File: config.mk
export PLATFORM = sky130hd
export DESIGN_NAME = bp_junction_sequencer
export DESIGN_NICKNAME = d
export VERILOG_FILES = /design/src/rtl/bp_seq_pkg.sv /design/src/rtl/bp_inflight_tracker.sv /design/src/rtl/bp_junction_sequencer.sv
export SDC_FILE = /design/constraint.sdc
export NUM_CORES = 1
export LEC_CHECK = 0
export ABC_AREA = 0
export BUFFER_PORTS_ARGS = -buffer_cell sky130_fd_sc_hd__buf_4
export CAP_MARGIN = 20
export CORE_ASPECT_RATIO = 0.75
export CORE_UTILIZATION = 57
export CTS_BUF_LIST = sky130_fd_sc_hd__clkbuf_2
export CTS_CLUSTER_DIAMETER = 200
export CTS_CLUSTER_SIZE = 28
export DETAILED_ROUTE_END_ITERATION = 10
export HOLD_SLACK_MARGIN = 0.1
export PLACE_DENSITY = 0.79
export SLEW_MARGIN = 25
export SYNTH_ARGS = -nofsm -noshare
export SYNTH_HDL_FRONTEND = slang
export SYNTH_SLANG_ARGS = --single-unit
File: constraint.sdc
create_clock -name clk -period 3.08 [get_ports clk]
set_clock_uncertainty 0.2 [all_clocks]
set_input_delay 0.308 -clock clk [delete_from_list [all_inputs] [get_ports clk]]
set_output_delay 0.308 -clock clk [all_outputs]
set_load 0.05 [all_outputs]
File: src/rtl/bp_seq_pkg.sv
// ----------------------------------------------------------------------------
// bp_seq_pkg
// Shared types for the back-propagation junction sequencer:
//   state_t  - sequencer FSM states
//   entry_t  - one in-flight datapath operation {valid, grp, final_pass}
// MAX_GW sets the widest partial-del group index an entry can carry. Each
// instance zero-extends its own GW-bit group into this field.
// ----------------------------------------------------------------------------
package bp_seq_pkg;

    localparam int MAX_GW = 16;

    typedef enum logic [1:0] {
        IDLE  = 2'd0,
        RUN   = 2'd1,
        DRAIN = 2'd2,
        DONE  = 2'd3
    } state_t;

    typedef struct packed {
        logic              valid;
        logic [MAX_GW-1:0] grp;
        logic              final_pass;  // last accumulation pass: result goes to delp
    } entry_t;

endpackage

File: src/rtl/bp_inflight_tracker.sv
// ----------------------------------------------------------------------------
// bp_inflight_tracker
// LAT-deep shift register that follows each issued edge-group read through
// the datapath latency. The register shifts every cycle, so a cycle with no
// issue inserts a bubble (valid=0).
// Ports:
//   clk, reset     clock, asynchronous active-low reset
//   i_issue        a read is issued this cycle
//   i_grp          group of the read being issued / considered for issue
//   i_final        issued read belongs to the final pass
//   o_hazard       a valid entry in stages 1..LAT carries i_grp
//   o_pending      a valid entry sits in stages 1..LAT-1 (survives next shift)
//   o_wr_valid     stage-LAT entry is valid (datapath result available)
//   o_wr_final     stage-LAT entry belongs to the final pass
//   o_wr_grp       stage-LAT group address
// ----------------------------------------------------------------------------
module bp_inflight_tracker
    import bp_seq_pkg::*;
#(
    parameter int LAT = 5,
    parameter int GW  = 1
) (
    input  logic          clk,
    input  logic          reset,
    input  logic          i_issue,
    input  logic [GW-1:0] i_grp,
    input  logic          i_final,
    output logic          o_hazard,
    output logic          o_pending,
    output logic          o_wr_valid,
    output logic          o_wr_final,
    output logic [GW-1:0] o_wr_grp
);

    if (LAT < 1) begin : g_bad_lat
        $error("bp_inflight_tracker: LAT must be at least 1");
    end
    if (GW > MAX_GW) begin : g_bad_gw
        $error("bp_inflight_tracker: GW exceeds MAX_GW");
    end

    entry_t r_stage [1:LAT];
    entry_t w_new;

    // NOTE: every variable assigned in always_comb gets a default first, so
    // no path leaves it unassigned and no latch is inferred.
    always_comb begin
        w_new = '0;
        if (i_issue) begin
            w_new.valid      = 1'b1;
            w_new.grp        = MAX_GW'(i_grp);
            w_new.final_pass = i_final;
        end
    end

    // NOTE: the stages are control state (valid bits), not a data memory, so
    // they are reset; a stale valid would fire a spurious write after reset.
    // NOTE: sequential state uses non-blocking assignments so every stage
    // samples its neighbour's pre-edge value.
    always_ff @(posedge clk or negedge reset) begin
        if (!reset) begin
            for (int s = 1; s <= LAT; s++) begin
                r_stage[s] <= '0;
            end
        end else begin
            r_stage[1] <= w_new;
            for (int s = 2; s <= LAT; s++) begin
                r_stage[s] <= r_stage[s-1];
            end
        end
    end

    // Stage LAT is included in the hazard compare: its write lands this cycle
    // and only becomes readable one cycle later.
    always_comb begin
        o_hazard  = 1'b0;
        o_pending = 1'b0;
        for (int s = 1; s <= LAT; s++) begin
            if (r_stage[s].valid && (r_stage[s].grp == MAX_GW'(i_grp))) begin
                o_hazard = 1'b1;
            end
        end
        for (int s = 1; s < LAT; s++) begin
            if (r_stage[s].valid) begin
                o_pending = 1'b1;
            end
        end
    end

    assign o_wr_valid = r_stage[LAT].valid;
    assign o_wr_final = r_stage[LAT].final_pass;
    assign o_wr_grp   = r_stage[LAT].grp[GW-1:0];

endmodule

File: src/rtl/bp_junction_sequencer.sv
// ----------------------------------------------------------------------------
// bp_junction_sequencer
// Drives one back-propagation junction: issues CPC = P*FO/Z edge-group read
// cycles, tracks them through the LAT-cycle datapath, emits partial-del
// write-backs (non-final passes) and delp writes (final pass), blocks reads
// of a partial-del group that still has a write in flight, and pulses done.
// Issue k maps to group k%G and pass k/G via wrapping counters.
// Ports:
//   clk, reset              clock, asynchronous active-low reset
//   start                   one-cycle pulse, begins a run (ignored unless IDLE)
//   stall                   upstream memories not ready, suppresses issue
//   busy                    run in progress (RUN or DRAIN)
//   done                    one-cycle pulse after the last write-back
//   rd_en                   read issue strobe
//   wt_rd_addr, del_rd_addr issue index k (hold last value when idle)
//   pd_rd_addr              partial-del group read address (holds)
//   pd_first                issue belongs to pass 0 (partial del taken as 0)
//   pd_wr_en, delp_wr_en    write-back strobes for non-final / final pass
//   wr_addr                 group address for either write
// ----------------------------------------------------------------------------
module bp_junction_sequencer
    import bp_seq_pkg::*;
#(
    parameter  int Z   = 32,
    parameter  int FI  = 16,
    parameter  int FO  = 8,
    parameter  int P   = 64,
    parameter  int LAT = 5,
    localparam int CPC = P * FO / Z,
    localparam int G   = P / Z,
    localparam int AW  = (CPC > 1) ? $clog2(CPC) : 1,
    localparam int GW  = (G > 1) ? $clog2(G) : 1,
    localparam int PW  = (FO > 1) ? $clog2(FO) : 1
) (
    input  logic          clk,
    input  logic          reset,
    input  logic          start,
    input  logic          stall,
    output logic          busy,
    output logic          done,
    output logic          rd_en,
    output logic [AW-1:0] wt_rd_addr,
    output logic [AW-1:0] del_rd_addr,
    output logic [GW-1:0] pd_rd_addr,
    output logic          pd_first,
    output logic          pd_wr_en,
    output logic          delp_wr_en,
    output logic [GW-1:0] wr_addr
);

    if ((P % Z) != 0) begin : g_bad_p
        $error("bp_junction_sequencer: P must be a multiple of Z");
    end
    if ((Z % FI) != 0) begin : g_bad_fi
        $error("bp_junction_sequencer: Z must be a multiple of FI");
    end

    state_t        r_state;
    state_t        w_next_state;
    logic [AW-1:0] r_k;
    logic [GW-1:0] r_grp;
    logic [PW-1:0] r_pass;
    logic [AW-1:0] r_addr_hold;
    logic [GW-1:0] r_grp_hold;

    logic          w_issue;
    logic          w_last_issue;
    logic          w_final;
    logic          w_hazard;
    logic          w_pending;
    logic          w_wr_valid;
    logic          w_wr_final;
    logic [GW-1:0] w_wr_grp;

    assign w_final      = (r_pass == PW'(FO - 1));
    assign w_issue      = (r_state == RUN) && !stall && !w_hazard;
    assign w_last_issue = w_issue && (r_k == AW'(CPC - 1));

    bp_inflight_tracker #(
        .LAT (LAT),
        .GW  (GW)
    ) u_tracker (
        .clk        (clk),
        .reset      (reset),
        .i_issue    (w_issue),
        .i_grp      (r_grp),
        .i_final    (w_final),
        .o_hazard   (w_hazard),
        .o_pending  (w_pending),
        .o_wr_valid (w_wr_valid),
        .o_wr_final (w_wr_final),
        .o_wr_grp   (w_wr_grp)
    );

    // FSM: state register
    always_ff @(posedge clk or negedge reset) begin
        if (!reset) begin
            r_state <= IDLE;
        end else begin
            r_state <= w_next_state;
        end
    end

    // FSM: next state. DRAIN ends when nothing remains in stages 1..LAT-1;
    // the stage-LAT entry writes back during that final DRAIN cycle.
    always_comb begin
        w_next_state = r_state;
        case (r_state)
            IDLE:    if (start)        w_next_state = RUN;
            RUN:     if (w_last_issue) w_next_state = DRAIN;
            DRAIN:   if (!w_pending)   w_next_state = DONE;
            DONE:                      w_next_state = IDLE;
            default:                   w_next_state = IDLE;
        endcase
    end

    // FSM: outputs
    always_comb begin
        busy = (r_state == RUN) || (r_state == DRAIN);
        done = (r_state == DONE);
    end

    // Issue counters advance only on issue; group wrap bumps the pass.
    always_ff @(posedge clk or negedge reset) begin
        if (!reset) begin
            r_k         <= '0;
            r_grp       <= '0;
            r_pass      <= '0;
            r_addr_hold <= '0;
            r_grp_hold  <= '0;
        end else if ((r_state == IDLE) && start) begin
            r_k    <= '0;
            r_grp  <= '0;
            r_pass <= '0;
        end else if (w_issue) begin
            r_k         <= r_k + 1'b1;
            r_addr_hold <= r_k;
            r_grp_hold  <= r_grp;
            if (r_grp == GW'(G - 1)) begin
                r_grp  <= '0;
                r_pass <= r_pass + 1'b1;
            end else begin
                r_grp <= r_grp + 1'b1;
            end
        end
    end

    assign rd_en       = w_issue;
    assign wt_rd_addr  = w_issue ? r_k : r_addr_hold;
    assign del_rd_addr = w_issue ? r_k : r_addr_hold;
    assign pd_rd_addr  = w_issue ? r_grp : r_grp_hold;
    assign pd_first    = w_issue && (r_pass == '0);

    assign pd_wr_en    = w_wr_valid && !w_wr_final;
    assign delp_wr_en  = w_wr_valid && w_wr_final;
    assign wr_addr     = w_wr_grp;

endmodule

Word level (Yosys, flattened, before mapping):

Index checks and enable logic that the tools add are counted.

* register bits: 105
* bits of input ports: 4
* output and inout port bits: 16
* word-level logic and storage cells: 83

* $add $sub $neg: 3
* equality and inequality tests: 13
* multiplexer cells: 24
* reduce and logical (&&, ||, !) cells: 22

Operators by type and width (number)
* 16-bit by 1-bit equality test with 1-bit output: 5
* 18-bit 2-to-1 mux: 1
* 1-bit 2-to-1 mux: 13
* 1-bit logical AND: 12
* 4-bit 2-to-1 mux: 3
* 3-bit 2-to-1 mux: 3
* 2-bit one-hot mux with 4 select lines: 1
* 2-bit 2-to-1 mux: 3
* 2-bit != test, second input constant: 3
* 4-bit by 1-bit adder with 4-bit output, second input constant: 1
* 2-bit equality test, second input constant: 2
* 4-bit equality test, second input constant: 1
* 2-bit nonzero test: 2
* 3-bit by 1-bit adder with 3-bit output, second input constant: 1
* 3-bit equality test, second input constant: 1
* 1-bit logical NOT: 3
* 3-bit logical NOT: 1
* 3-bit AND reduction: 1
* 2-bit by 1-bit equality test with 1-bit output, second input constant: 1
* 2-bit logical NOT: 1
* 2-bit AND reduction: 1
* 1-bit adder, second input constant: 1
* 1-bit logical OR: 1

Logic depth before layout (Yosys ltp):

* depth in word-level cells: 12
* gate-level depth with buffers: 8
* depth with buffers taken out: 7

Hierarchy:

Synthesis repeated with hierarchy kept, for this count alone.

* cells, all modules: 115
* area, all modules: 1367.6 sq um

Modules (own cells, without submodules)
* bp_junction_sequencer: instances 1, cells each 88, area each 894.6 sq um, sequential area each 375.4 sq um
* bp_inflight_tracker: instances 1, cells each 27, area each 473.0 sq um, sequential area each 375.4 sq um

Worst setup path before layout:

Ideal clock, no wire load.

* kind: reg-to-output
* start point: register r_state[1]
* end point: output pd_first
* arrival: 2.629 ns
* required time: 2.572 ns
* slack: -0.057 ns
* stages on the path, launching flop included: 8
* buffers on the path: 1
* path through: dfrtp_1 > inv_1 > ha_1 > or2b_2 > a21oi_1 > o221ai_2 > buf_2 > nor3b_1

* word-level cells in the longest chain between the ends: 4

RTL lines
* start: declaration: RTL line bp_junction_sequencer.sv:58 `state_t r_state;`
* start signal: assignment: RTL line bp_junction_sequencer.sv:100 `r_state <= w_next_state;`
* 2-bit by 1-bit equality test with 1-bit output: RTL line bp_junction_sequencer.sv:76 `assign w_issue = (r_state == RUN) && !stall && !w_hazard;`
* 1-bit logical AND (2 in a row): RTL line bp_junction_sequencer.sv:76
* 1-bit logical AND: RTL line bp_junction_sequencer.sv:152 `assign pd_first = w_issue && (r_pass == '0);`
* end: declaration: RTL line bp_junction_sequencer.sv:45 `output logic pd_first,`

No other way between the ends.

Worst setup path after layout:

* start point: register r_state[1]
* end point: output wt_rd_addr[2]

* word-level cells in the longest chain between the ends: 4

RTL lines
* 2-bit by 1-bit equality test with 1-bit output: RTL line bp_junction_sequencer.sv:76
* 1-bit logical AND (2 in a row): RTL line bp_junction_sequencer.sv:76
* 4-bit 2-to-1 mux
* end: declaration: RTL line bp_junction_sequencer.sv:42 `output logic [AW-1:0] wt_rd_addr,`

No other way between the ends.

==> metrics.md <==
| Metric | Value |
|---|---|
| Design area | `1630 µm²` |
| TritonCTS clock tree | `done` |
| M1 WL | `1.16 mm` |
| Type of origin of the critical path | `flip-flop` |
| Nets | `149` |
| Number of max-cap violations | `0` |
| Worst-path cell chain | `inv_1, ha_1, or2b_2, a21oi_2, o221ai_4, mux2_2, buf_4` |
| Leak | `0.833 nW` |
| Setup_tns | `0 ps` |
| Warning count from the yosys run | `0` |
| HP Class | `flip-flop to flip-flop` |
| Clock sink count | `30` |
| Fraction of registers with async set/reset | `100%` |
| Hold Crit Start | `u_tracker.r_stage[72]$_DFF_PN0_` |
| TritonCTS Buffers | `5` |
| Commonest non-fill, non-tap cells in the layout | `30 x dfrtp_1, 22 x buf_4, 12 x inv_1` |
| Worst path slowest cell | `dfrtp_1` |
| Core area | `between 2000 and 2500 µm²` |
| I/O pin count | `20` |
| Worst setup path class | `flip-flop to primary output` |
| Post-Route WL | `2.61 mm` |
| Crit path launch | `r_state[1]$_DFFE_PN0P_` |
| Peak VDD IR | `554 µV` |
| Post-DP HPWL | `~1.7 mm` |
| Clock-pin slew on the worst setup and hold paths | `120 ps` |
| Crit-path max FO | `7` |
| WP data required | `2570 ps` |
| H-tree depth | `2` |
| DRC violations left | `0` |
| Wire per inst | `15.4 µm` |
| RePlAce Congestion | `between 0.7 and 0.8` |
| Max Transition Viols Final | `0` |
| Finish-stage setup viols | `0` |
| Detailed Routing Iterations Pass 1 | `6` |
| Primary FF master, synth | `dfrtp_1` |
| Final hold vios | `0` |
| Met2 WL post-DR | `1.29 mm` |
| Worst skew pair latency | `around 360 ps` |
| Flops & latches, synth | `30` |
| Layout cells sized above 1 | `32.6%` |
| Root Driver | `clkbuf_2` |
| Final ANT Viol Nets | `0` |
| Fmax | `0.347 GHz` |
| Largest net degree at the start of global routing | `31` |
| Count of cell types in the netlist | `34` |
| Die Height | `44.8 µm` |
| Wire length on met3 | `126 µm` |
| Diodes inserted | `0` |
| Slew HR | `46.4%` |
| Vias in the first global route | `just over 800` |
| Multi-input gate area in the final layout | `587 µm²` |
| Initial detailed-routing violation count | `47` |
| # port buffers | `19` |
| Crit. End Element | `primary output` |
| Area delta synth->final | `16.8%` |
| Initial antenna violation count | `0` |
| Number of synthesized flops with an enable pin | `0` |
| Synthesized net count | `126` |
| Die area | `2650 µm²` |
| Via density per instance | `approximately 5.5` |
| Row count | `15` |
| Worst stage delay on the critical path | `430 ps` |
| Initial core utilization | `60.4%` |
| All-Layer GR Usage | `20.0%` |
| Vias | `between 900 and 1000` |
| Status | `complete, no violations` |
| Die extent in x | `59.1 µm` |
| Grt total ovfl | `0` |
| First-pass GRT wire length | `approximately 3.7 mm` |
| Commonest non-fill, non-tap cell in the layout | `dfrtp_1` |
| Reg area | `751 µm²` |
| Uppermost routed layer | `met4` |
| CTS Buffer Depth | `2` |
| RSZ-0062 raised after global routing | `no` |
| Worst-Margin Slew | `around 800 ps` |
| Synthesized area | `between 1000 and 1500 µm²` |
| Worst reg2reg path startpoint | `u_tracker.r_stage[53]$_DFF_PN0_` |
| Avg Cell Area, Syn | `roughly 12 µm²` |
| Dpl cell area | `1540 µm²` |
| Clock period minus worst slack | `2880 ps` |
| Filler instances | `168` |
| Cells after Synth | `about 110` |
| Final period utilization | `a little over 90%` |
| Worst path arrival time | `2370 ps` |
| Seq/Total Area, Yosys | `53.8%` |
| P per Cell Area | `1010 nW/µm²` |
## critical path, delay by kind of cell (launching register included)
family | cells | cell delay [ps]
mux | 1 | 350
flops | 1 | 430
simple gates | 1 | 330
buf+inv | 2 | 300
compound gates | 2 | 440
fa+ha+maj | 1 | 180
## report_power, final
part | switching, mW | internal [mW] | total [mW] | leakage (nW)
clock | 0.119 | 0.0451 | 0.164 | 0.0223
combinational | 0.575 | 0.318 | 0.893 | 0.405
sequential | 0.0948 | 0.486 | 0.580 | 0.405
## stage by stage
step / total power [mW] / worst slack (ps) / utilization (%) / hold WS (ps) / std cells
floorplan: 1.24 / 437 / - / -188 / 113
global placement: 1.39 / 552 / 66.6 / 48.1 / 158
detailed placement: 1.42 / 448 / 66.6 / 48.7 / 158
CTS: 1.58 / 70.6 / 68.3 / 174 / 165
global route: 1.72 / 69.2 / 70.6 / 183 / 169
finish: 1.64 / 202 / 70.6 / 170 / 169
## Yosys cell counts, types with 2 or more instances
master / number / area (µm²)
dfrtp_1: 30 / 751
inv_1: 12 / 45.0
ha_1: 9 / 113
nor2_1: 7 / 26.3
buf_4: 4 / 30.0
mux2_2: 4 / 45.0
mux2_4: 4 / 60.1
mux2i_1: 4 / 40.0
o21ai_0: 4 / 20.0
a21oi_1: 3 / 15.0
and2_1: 3 / 18.8
xnor2_1: 3 / 26.3
a221oi_1: 2 / 17.5
buf_2: 2 / 10.0
nand3_1: 2 / 10.0
or3_1: 2 / 12.5
## cells by family (layout without fill, tap and decap cells)
| family | count (synthesis) | after routing | share of synthesized area [%] |
|---|---|---|---|
| flops | 30 | 30 | 53.8 |
| simple gates | 21 | 21 | 8.52 |
| buf+inv | 20 | 41 | 6.64 |
| compound gates | 16 | 17 | 9.24 |
| mux | 13 | 13 | 11.2 |
| fa+ha+maj | 9 | 9 | 8.07 |
| xor+xnor | 4 | 4 | 2.51 |
## layer usage
layer | GRT usage (%) | vias to the layer above
li1 | - | 427
met1 | 25.9 | 464
met2 | 31.1 | 31
met3 | 7.74 | 4
met4 | 7.14 | 0
met5 | 0 | -
## final cells by class
cell class	count	area share [%]
inverter	12	2.76
clock buffer	5	1.54
sequential	30	46.1
clock inverter	1	0.230
multi-input combinational	64	36.0
timing repair buffer	23	10.8
tap	34	2.61
## timing repair
| action | 4_1_cts | 5_1_grt |
|---|---|---|
| endpoints found under the hold margin | 30 | 0 |
| buffers inserted | 0 | 3 |
| hold buffers | 1 | 0 |
| setup endpoints to repair | 0 | 8 |
| gates resized for setup | 0 | 2 |
## state kept, by name, summed over array words and instances, names as in the netlist
| register | count |
|---|---|
| r_state | 2 |
| r_grp | 1 |
| r_k | 4 |
| r_pass | 3 |
| u_tracker.o_wr_grp | 1 |
| r_addr_hold | 4 |
| u_tracker.o_wr_valid | 1 |
| r_grp_hold | 1 |
| u_tracker.r_stage | 12 |
| u_tracker.o_wr_final | 1 |
## path summary, 6_finish.rpt
kind,end,slack (ps),cells after the start
max in group asynchronous,r_pass[1]$_DFFE_PN0P_,2200,2
min,u_tracker.r_stage[54]$_DFF_PN0_,170,0
max,wt_rd_addr[2],200,7
min reg2reg,u_tracker.r_stage[54]$_DFF_PN0_,170,0
max reg2reg,r_state[1]$_DFFE_PN0P_,520,4
min in group asynchronous,u_tracker.o_wr_grp$_DFF_PN0_,190,2
No activity file was read; power rests on OpenSTA's default activity.
